[src/rtl/i2s_tx_serializer_if.sv]
// FIFO read-side handshake between the CDC FIFO (master) and the I2S serializer (slave).
// First-word fall-through: pkt is valid whenever pktValid is high; readEN pops one word.
interface i2s_tx_serializer_if #(
    parameter int unsigned PKT_WIDTH = 16
);
    logic [PKT_WIDTH-1:0] pkt;
    logic                 pktValid;
    logic                 readEN;

    modport master (output pkt, output pktValid, input readEN);
    modport slave  (input pkt, input pktValid, output readEN);
endinterface

[src/rtl/i2s_tx_serializer.sv]
// I2S transmitter: one mono sample per frame from the FIFO, sent MSB-first in both L and R slots.
// clk_i runs at twice the bit clock; serial state only advances on the cycles where sck is high.
module i2s_tx_serializer #(
    parameter int unsigned PKT_WIDTH  = 16,
    parameter int unsigned SLOT_WIDTH = 16,
    parameter int unsigned UCNT_WIDTH = 8
) (
    input  logic                  clk_i,
    input  logic                  rst_i,
    input  logic                  enable_i,
    i2s_tx_serializer_if.slave    fifo_if,
    output logic                  sck_o,
    output logic                  ws_o,
    output logic                  sd_o,
    output logic [UCNT_WIDTH-1:0] underrunCnt_o
);
    localparam int unsigned FRAME = 2 * SLOT_WIDTH;
    localparam int unsigned CNT_W = $clog2(FRAME);
    localparam int unsigned PAD   = SLOT_WIDTH - PKT_WIDTH;

    localparam logic [CNT_W-1:0] CNT_LAST  = CNT_W'(FRAME - 1);
    localparam logic [CNT_W-1:0] CNT_IDLE  = CNT_W'(FRAME - 2);
    localparam logic [CNT_W-1:0] CNT_SLOT  = CNT_W'(SLOT_WIDTH);
    localparam logic [CNT_W-1:0] CNT_WS_LO = CNT_W'(SLOT_WIDTH - 1);

    logic                  sckPhase_q, sckPhase_d;
    logic [CNT_W-1:0]      bitCnt_q,   bitCnt_d;
    logic                  ws_q,       ws_d;
    logic                  readEN_q,   readEN_d;
    logic [PKT_WIDTH-1:0]  hold_q,     hold_d;
    logic [SLOT_WIDTH-1:0] shift_q,    shift_d;
    logic [UCNT_WIDTH-1:0] ucnt_q,     ucnt_d;
    logic [CNT_W-1:0]      bitCntNext;

    always_comb begin
        sckPhase_d = ~sckPhase_q;
        bitCnt_d   = bitCnt_q;
        ws_d       = ws_q;
        readEN_d   = 1'b0;
        hold_d     = hold_q;
        shift_d    = shift_q;
        ucnt_d     = ucnt_q;
        bitCntNext = (bitCnt_q == CNT_LAST) ? '0 : bitCnt_q + 1'b1;

        // The pop strobe is always in a low-sck cycle, so capture never collides with a load.
        if (readEN_q) begin
            if (fifo_if.pktValid) begin
                hold_d = fifo_if.pkt;
            end else if (ucnt_q != '1) begin
                ucnt_d = ucnt_q + 1'b1;
            end
        end

        if (sckPhase_q) begin
            bitCnt_d = bitCntNext;
            ws_d     = (bitCntNext >= CNT_WS_LO) && (bitCntNext <= CNT_IDLE);
            readEN_d = (bitCntNext == CNT_LAST);
            if ((bitCntNext == '0) || (bitCntNext == CNT_SLOT)) begin
                shift_d = SLOT_WIDTH'(hold_q) << PAD;
            end else begin
                shift_d = {shift_q[SLOT_WIDTH-2:0], 1'b0};
            end
        end

        // Disabled looks exactly like reset, except the underrun count is kept.
        if (!enable_i) begin
            sckPhase_d = 1'b0;
            bitCnt_d   = CNT_IDLE;
            ws_d       = 1'b0;
            readEN_d   = 1'b0;
            hold_d     = '0;
            shift_d    = '0;
            ucnt_d     = ucnt_q;
        end
    end

    always_ff @(posedge clk_i) begin
        if (rst_i) begin
            sckPhase_q <= 1'b0;
            bitCnt_q   <= CNT_IDLE;
            ws_q       <= 1'b0;
            readEN_q   <= 1'b0;
            hold_q     <= '0;
            shift_q    <= '0;
            ucnt_q     <= '0;
        end else begin
            sckPhase_q <= sckPhase_d;
            bitCnt_q   <= bitCnt_d;
            ws_q       <= ws_d;
            readEN_q   <= readEN_d;
            hold_q     <= hold_d;
            shift_q    <= shift_d;
            ucnt_q     <= ucnt_d;
        end
    end

    assign sck_o          = sckPhase_q;
    assign ws_o           = ws_q;
    assign sd_o           = shift_q[SLOT_WIDTH-1];
    assign fifo_if.readEN = readEN_q;
    assign underrunCnt_o  = ucnt_q;
endmodule

[src/flat_wrapper.sv]
// flat-port wrapper written by rule: the top's interface ports become plain ports
module i2s_tx_serializer_flat 
#(
    parameter int unsigned PKT_WIDTH  = 16,
    parameter int unsigned SLOT_WIDTH = 16,
    parameter int unsigned UCNT_WIDTH = 8
)
  (clk_i, rst_i, enable_i, sck_o, ws_o, sd_o, underrunCnt_o, fifo_if_pkt, fifo_if_pktValid, fifo_if_readEN);
  i2s_tx_serializer_if #(.PKT_WIDTH(PKT_WIDTH)) fifo_if_i ();
  input  logic clk_i;
  input  logic rst_i;
  input  logic enable_i;
  output logic sck_o;
  output logic ws_o;
  output logic sd_o;
  output logic [UCNT_WIDTH-1:0] underrunCnt_o;
  input wire logic [$bits(fifo_if_i.pkt)-1:0] fifo_if_pkt;
  input wire logic [$bits(fifo_if_i.pktValid)-1:0] fifo_if_pktValid;
  output wire logic [$bits(fifo_if_i.readEN)-1:0] fifo_if_readEN;
  assign fifo_if_i.pkt = fifo_if_pkt;
  assign fifo_if_i.pktValid = fifo_if_pktValid;
  assign fifo_if_readEN = fifo_if_i.readEN;
  i2s_tx_serializer #(.PKT_WIDTH(PKT_WIDTH), .SLOT_WIDTH(SLOT_WIDTH), .UCNT_WIDTH(UCNT_WIDTH)) u_core (.clk_i(clk_i), .rst_i(rst_i), .enable_i(enable_i), .fifo_if(fifo_if_i), .sck_o(sck_o), .ws_o(ws_o), .sd_o(sd_o), .underrunCnt_o(underrunCnt_o));
endmodule
[config.mk]
export PLATFORM = sky130hd
export DESIGN_NAME = i2s_tx_serializer_flat
export DESIGN_NICKNAME = d
export VERILOG_FILES = /design/src/rtl/i2s_tx_serializer_if.sv /design/src/rtl/i2s_tx_serializer.sv /design/src/flat_wrapper.sv
export SDC_FILE = /design/constraint.sdc
export NUM_CORES = 1
export LEC_CHECK = 0
export CAP_MARGIN = 10
export CORE_AREA = 2 2 91 49
export CTS_CLUSTER_SIZE = 8
export DETAILED_ROUTE_END_ITERATION = 12
export DIE_AREA = 0 0 93 51
export MAX_ROUTING_LAYER = met4
export PLACE_DENSITY = 0.77
export RECOVER_POWER = 25
export SETUP_SLACK_MARGIN = 0.2
export SLEW_MARGIN = 20
export SYNTH_ARGS = -nofsm -noshare
export SYNTH_HDL_FRONTEND = slang
export SYNTH_SLANG_ARGS = --single-unit
export TNS_END_PERCENT = 20
[constraint.sdc]
create_clock -name clk_i -period 2.85 [get_ports clk_i]
set_clock_uncertainty 0.1 [all_clocks]
set_input_delay 0.57 -clock clk_i [delete_from_list [all_inputs] [get_ports clk_i]]
set_output_delay 0.57 -clock clk_i [all_outputs]
set_load 0.02 [all_outputs]
==> impl_metrics.yaml <==
outcome:
  status: "finished clean"
synthesis:
  synth_enable_flop_cells: 0
  postSynthNetCount: 249
  synth_largest_type_area_fraction: 0.478
  post_synth_main_area_contributors: "sky130_fd_sc_hd__dfxtp_1, sky130_fd_sc_hd__mux2i_1, sky130_fd_sc_hd__a21oi_1, sky130_fd_sc_hd__nand2_1, sky130_fd_sc_hd__o21ai_0"
  synth_seq_area_share: 0.478
  yosys_warning_count: 0
  yosys_top_cell_by_area: "sky130_fd_sc_hd__dfxtp_1"
  asyncSetResetFlopFracSynth: 0
  synth_cell_type_count: 31
  ys_seq_elements: 48
  syn_area_per_cell_um2: 8.89
  synth.most_common_cell: "sky130_fd_sc_hd__dfxtp_1"
  synth_commonest_cells: "sky130_fd_sc_hd__dfxtp_1, sky130_fd_sc_hd__nand2_1, sky130_fd_sc_hd__a21oi_1"
  netlist_area_um2: 2010
  synthesis.instances: 226
  synth_ff_type: "sky130_fd_sc_hd__dfxtp_1"
route:
  post-route-drc-count: 0
  detailedRoute.firstPassIterationCount: 4
  avgViaCountPerCell: 5.25
  wl_per_cell_um: 13.1
  routed_wl_um: 4120
  via_count: 1653
  detail-route-antenna-nets: 0
  drt_iter0_markers: 66
global_routing:
  global_route.usage.met2: 0.245
  use_met1: 0.307
  globalRoute.busiestLayer: "met1"
  grt_overflow: 0
  grtUsageTotal: 0.195
  grt_first_pass_wirelength_um: 7010
  pin_count_of_the_biggest_net_entering_global_routing: 42
  first_global_vias: 1410
  globalRouteMet3Util: 0.0457
  antenna_found_initial: 0
final_layout:
  diodes: 0
  finish.net_count: 280
  finish.utilization: 0.611
  stdcell_count: 315
  layout-drive-gt1-share: 0.0581
  fill_cells: 383
  synthToLayoutAreaGrowth_pct: 24.1
  stdcell_area_um2: 2490
power:
  netSwitchingPower_uw: 273
  power.clock.fraction: 0.402
  seq_power_share: 0.524
  power_mw: 1.31
  leakage_nw: 0.860
  sw_frac_of_total: 0.208
  power.share.combinational: 0.074
  ir_worst_vdd_mv: 0.294
  power_per_cell_area_nw_per_um2: 526
  cell_internal_power_mw: 1.04
sta:
  max_freq_mhz: 445
  maxSlewHeadroom: 0.436
  max_slew.worst_pin.slew_ns: 0.845
  rsz0062_at_grt: "no"
  final_total_negative_setup_slack_ns: 0
  hold_violations: 0
  setup_viol: 0
  final.min_clock_period_ns: 2.25
  fin_crit_sh: 0.789
  final_max_slew_viol_count: 0
setup_path:
  critical_path.startpoint_type: "register"
  crit_arrival_ns: 2.32
  timing.critical_path.to_type: "register"
  crit_type: "reg -> reg"
  worstPathRequired_ns: 2.93
  cp_max_fo: 16
floorplan:
  floorplan.io_pins: 32
  initial_core_util: 0.492
  die_height_um: 51
  core_region_area_um2: 4080
  core.rowCount: 17
  die_area_um2: 4740
  die_width_um: 93
placed_design:
  place_area_um2: 2370
  dp.final_hpwl_um: 2910
  global_placer_s_final_weighted_congestion: 0.942
  placedCellCount: 307
  io_buffer_count: 31
cts:
  post_cts.resized_instances: 0
  worst_skew_pair.late_latency_ns: 0.30
  cts-root-buf: "sky130_fd_sc_hd__clkbuf_8"
  tritoncts: "built"
  cts_max_path_buffers: 2
  post_cts_buffers: 0
  cts.clk_slew.worst_paths_ns: 0.08
  numCtsBuffers: 5
  sinks_on_clock_net: 48
  h-tree-depth: 2
  cts-hold-fix-buffers: 0
job:
  max_cap_viol_count: 0
min_path:
  hp_class: "reg -> reg"
==> registers in the layout (all words and copies together), names as in the netlist <==
name / count
u_core.fifo_if.readEN: 1
u_core.underrunCnt_o: 8
u_core.hold_q: 16
u_core.bitCnt_q: 5
u_core.sck_o: 1
u_core.shift_q: 16
u_core.ws_o: 1
==> path summary, 6_finish.rpt <==
check | cells past startpoint | slack, ns | startpoint | endpoint
worst min register to register | 2 | 0.36 | u_core.hold_q[11]$_SDFFE_PP0P_ | u_core.hold_q[11]$_SDFFE_PP0P_
worst min-delay path | 2 | 0.36 | u_core.hold_q[11]$_SDFFE_PP0P_ | u_core.hold_q[11]$_SDFFE_PP0P_
worst max register to register | 8 | 0.60 | u_core.bitCnt_q[0]$_SDFFE_PP0P_ | u_core.shift_q[14]$_SDFFE_PP0P_
worst max-delay path | 8 | 0.60 | u_core.bitCnt_q[0]$_SDFFE_PP0P_ | u_core.shift_q[14]$_SDFFE_PP0P_
==> power by group through the flow <==
stage,combinational (mW),clock [mW],sequential [mW]
after global placement,0.0962,0,0.703
after CTS,0.0981,0.535,0.687
after global routing,0.107,0.565,0.689
after detailed placement,0.0973,0,0.703
after floorplan,0.0510,0,0.704
final,0.0967,0.528,0.687
==> logic make-up after synthesis <==
kind of cell	count (synthesis)	share of synthesized area
AOI/OAI and AO/OA	66	0.186
adders and majority gates	3	0.0187
xor gates and xnor gates	4	0.0174
muxes	18	0.0897
and+or+nand+nor	72	0.174
buffers and inverters	15	0.0361
DFF	48	0.478
==> per-layer routing <==
layer / routed length (um) / part of all wire
met4: 34 / 0.0083
met1: 2340 / 0.57
met2: 1560 / 0.38
met5: 0 / 0
met3: 192 / 0.047
==> cell usage in the layout (no fill, tap or decap), types with 2 or more instances in the layout <==
cell                               n
sky130_fd_sc_hd__clkbuf_8          7
sky130_fd_sc_hd__o21ai_0          22
sky130_fd_sc_hd__ha_1              3
sky130_fd_sc_hd__nand2_1          37
sky130_fd_sc_hd__a211oi_1          2
sky130_fd_sc_hd__a21oi_1          34
sky130_fd_sc_hd__nand3_1           4
sky130_fd_sc_hd__inv_1             3
sky130_fd_sc_hd__xor2_1            4
sky130_fd_sc_hd__mux2i_1          18
sky130_fd_sc_hd__a31oi_1           4
sky130_fd_sc_hd__clkdlybuf4s50_1  28
sky130_fd_sc_hd__and3_1            5
sky130_fd_sc_hd__dlygate4sd3_1     3
sky130_fd_sc_hd__nand4_1           3
sky130_fd_sc_hd__buf_4             5
sky130_fd_sc_hd__nor2_1            9
sky130_fd_sc_hd__nor3_1            4
sky130_fd_sc_hd__and4b_1           2
sky130_fd_sc_hd__dfxtp_1          48
==> final cells by class <==
type                       count  area [um^2]  area share
clock inverter                 1         30.0      0.0120
timing repair buffer          36          348       0.139
inverter                       3         11.3     0.00452
sequential                    48          961       0.385
clock buffer                   7         96.3      0.0386
tap                           57         71.3      0.0286
multi-input combinational    163          976       0.391
==> metrics by stage <==
stage,worst slack [ns],hold WS [ns]
after floorplan,0.718,0.336
after global placement,0.670,0.345
after detailed placement,0.626,0.351
after CTS,0.598,0.363
after global routing,0.414,0.382
final,0.602,0.362
==> critical path, cell delays in order (launching register included) <==
cell	delay, ns
sky130_fd_sc_hd__dfxtp_1	0.42
sky130_fd_sc_hd__ha_1	0.34
sky130_fd_sc_hd__and3_1	0.20
sky130_fd_sc_hd__ha_1	0.25
sky130_fd_sc_hd__inv_1	0.12
sky130_fd_sc_hd__o221ai_4	0.07
sky130_fd_sc_hd__buf_4	0.30
sky130_fd_sc_hd__mux2i_1	0.23
sky130_fd_sc_hd__a21oi_1	0.08
(Power assumes the default switching activity.)
==> variant, RTL diff (config.mk and constraints unchanged) <==
`PKT_WIDTH` is set to 16 in 3 places; all go to 32.
--- a/src/rtl/i2s_tx_serializer_if.sv
+++ b/src/rtl/i2s_tx_serializer_if.sv
@@ -1,7 +1,7 @@
 // FIFO read-side handshake between the CDC FIFO (master) and the I2S serializer (slave).
 // First-word fall-through: pkt is valid whenever pktValid is high; readEN pops one word.
 interface i2s_tx_serializer_if #(
-    parameter int unsigned PKT_WIDTH = 16
+    parameter int unsigned PKT_WIDTH = 32
 );
     logic [PKT_WIDTH-1:0] pkt;
     logic                 pktValid;
--- a/src/rtl/i2s_tx_serializer.sv
+++ b/src/rtl/i2s_tx_serializer.sv
@@ -1,7 +1,7 @@
 // I2S transmitter: one mono sample per frame from the FIFO, sent MSB-first in both L and R slots.
 // clk_i runs at twice the bit clock; serial state only advances on the cycles where sck is high.
 module i2s_tx_serializer #(
-    parameter int unsigned PKT_WIDTH  = 16,
+    parameter int unsigned PKT_WIDTH  = 32,
     parameter int unsigned SLOT_WIDTH = 16,
     parameter int unsigned UCNT_WIDTH = 8
 ) (
--- a/src/flat_wrapper.sv
+++ b/src/flat_wrapper.sv
@@ -1,7 +1,7 @@
 // flat-port wrapper written by rule: the top's interface ports become plain ports
 module i2s_tx_serializer_flat 
 #(
-    parameter int unsigned PKT_WIDTH  = 16,
+    parameter int unsigned PKT_WIDTH  = 32,
     parameter int unsigned SLOT_WIDTH = 16,
     parameter int unsigned UCNT_WIDTH = 8
 )
Ports: changed (resized fifo_if_pkt); port bits go from 32 to 48. The function was not compared with the original's and may differ.
==> variant against the unedited design <==
  * First-iteration DRC count shrank 38%
  * Worst setup slack improved by 0.037 ns
  * Final area decreased by 56%
  * Routed wire length shrank 55%
  * Area after synthesis decreased by 57%
  * Sequential share of layout area shrank 9.3 points
  * Sequential cell count is 32 lower
  * Power decreased by 64%
  * Hold slack better by 0.041 ns
  * Largest power group unchanged
==> variant: results (changes against the unedited design) <==
INFO  metric status = finished, final reports clean (unchanged)
INFO  metric cts.htree.levels = 1 (was 2)
INFO  metric grtUsageMet3 = 4.13% (was 4.57%)
INFO  metric power.ir.vdd_worst = 0.113 mV (was 0.294 mV)
INFO  metric power_frac_comb = 7.9% (was 7.4%)
INFO  metric drt_first_iter_violations = 41 (was 66)
INFO  metric mappedNetlistNets = 130 (was 249)
INFO  metric grt.met1_usage = 12.4% (was 30.7%)
INFO  metric layout-drive-gt1-share = 10.5% (was 5.81%)
INFO  metric clk_pin_slew_worst_paths = 0.06 ns (was 0.08 ns)
INFO  metric dpl.hpwl = 1410 um (was 2910 um)
INFO  metric io_buffers = 14 (was 31)
INFO  metric worst_r2r_path_depth = 6 (was 8)
INFO  metric synth_common_cells = dfxtp_1, nand2b_1, nor2_1 (was dfxtp_1, nand2_1, a21oi_1)
INFO  metric gp_congestion = 0.822 (was 0.942)
INFO  metric num-nets-final = 145 (was 280)
INFO  metric grt_pass1_vias = 634 (was 1410)
INFO  metric track_usage = 8.94% (was 19.5%)
INFO  metric largest_net_degree_at_the_start_of_global_routing = 15 (was 42)
INFO  metric critical-path-top-delay-family = buffers and inverters (was adder cells)
INFO  metric slowest_stage = clkdlybuf4s50_1 (was dfxtp_1)
INFO  metric met1_routed_wirelength_after_detailed_routing = 1040 um (was 2340 um)
INFO  metric yosys-top-cells-area = dfxtp_1, nand2b_1, ha_1 (was dfxtp_1, mux2i_1, a21oi_1)
INFO  metric pre_cts_slack = 0.728 ns (was 0.626 ns)
INFO  metric clockNetworkPower = 0.000204 W (was 0.000528 W)
INFO  metric cp_max_fo = 14 (was 16)
INFO  metric tritoncts.num_buffers = 3 (was 5)
INFO  metric later_pin_clock_latency_in_the_skew_report = 0.25 ns (was 0.30 ns)
INFO  metric wire_length_of_the_first_global_routing_pass = 3190 um (was 7010 um)
variant: cell count changes in the layout (fill, tap and decap cells not counted), sizes merged, moves of 3 or more:
cell,change
a21oi,-30
a31oi,-3
buf,-5
clkbuf,-3
clkdlybuf4s50,-16
dfxtp,-32
inv,-3
mux2i,-16
nand2,-34
nand2b,+6
o21ai,-18
xor2,-3
variant: cells by family (layout without fill, tap and decap cells):
kind of cell / count (synthesis) / after routing / synth area share [%]
xor gates and xnor gates: 1 / 1 / 1.02
AOI/OAI and AO/OA: 17 / 17 / 14.4
buffers and inverters: 4 / 18 / 3.19
DFF: 16 / 16 / 37.2
muxes: 4 / 4 / 5.81
other: 1 / 1 / 0.435
and+or+nand+nor: 45 / 45 / 33.7
adders and majority gates: 3 / 3 / 4.35
variant: area by class of cell:
| cell class | instances | area [um2] |
|---|---|---|
| timing repair buffer | 14 | 140 |
| sequential | 16 | 320 |
| clock buffer | 4 | 55.1 |
| fill | 440 | 2990 |
| tap | 57 | 71.3 |
| multi-input combinational | 71 | 510 |
variant: path summary, 6_finish.rpt:
path	start	endpoint	slack, ns
worst max-delay path	u_core.sck_o$_SDFF_PP0_	sck_o	0.64
worst min-delay path	u_core.bitCnt_q[4]$_SDFFE_PP1P_	u_core.bitCnt_q[4]$_SDFFE_PP1P_	0.40
worst max register to register	u_core.bitCnt_q[0]$_SDFFE_PP0P_	u_core.ws_o$_SDFFE_PP0P_	0.97
worst min register to register	u_core.bitCnt_q[4]$_SDFFE_PP1P_	u_core.bitCnt_q[4]$_SDFFE_PP1P_	0.40
variant: stage by stage:
step,util (%),total power [W],cells,instance area (um2)
after detailed placement,25.6,0.000275,158,1050
after global placement,25.6,0.000274,158,1050
after floorplan,-,0.000262,91,862
after CTS,27.0,0.000479,162,1100
after global routing,26.9,0.000493,162,1100
final,26.9,0.000474,162,1100
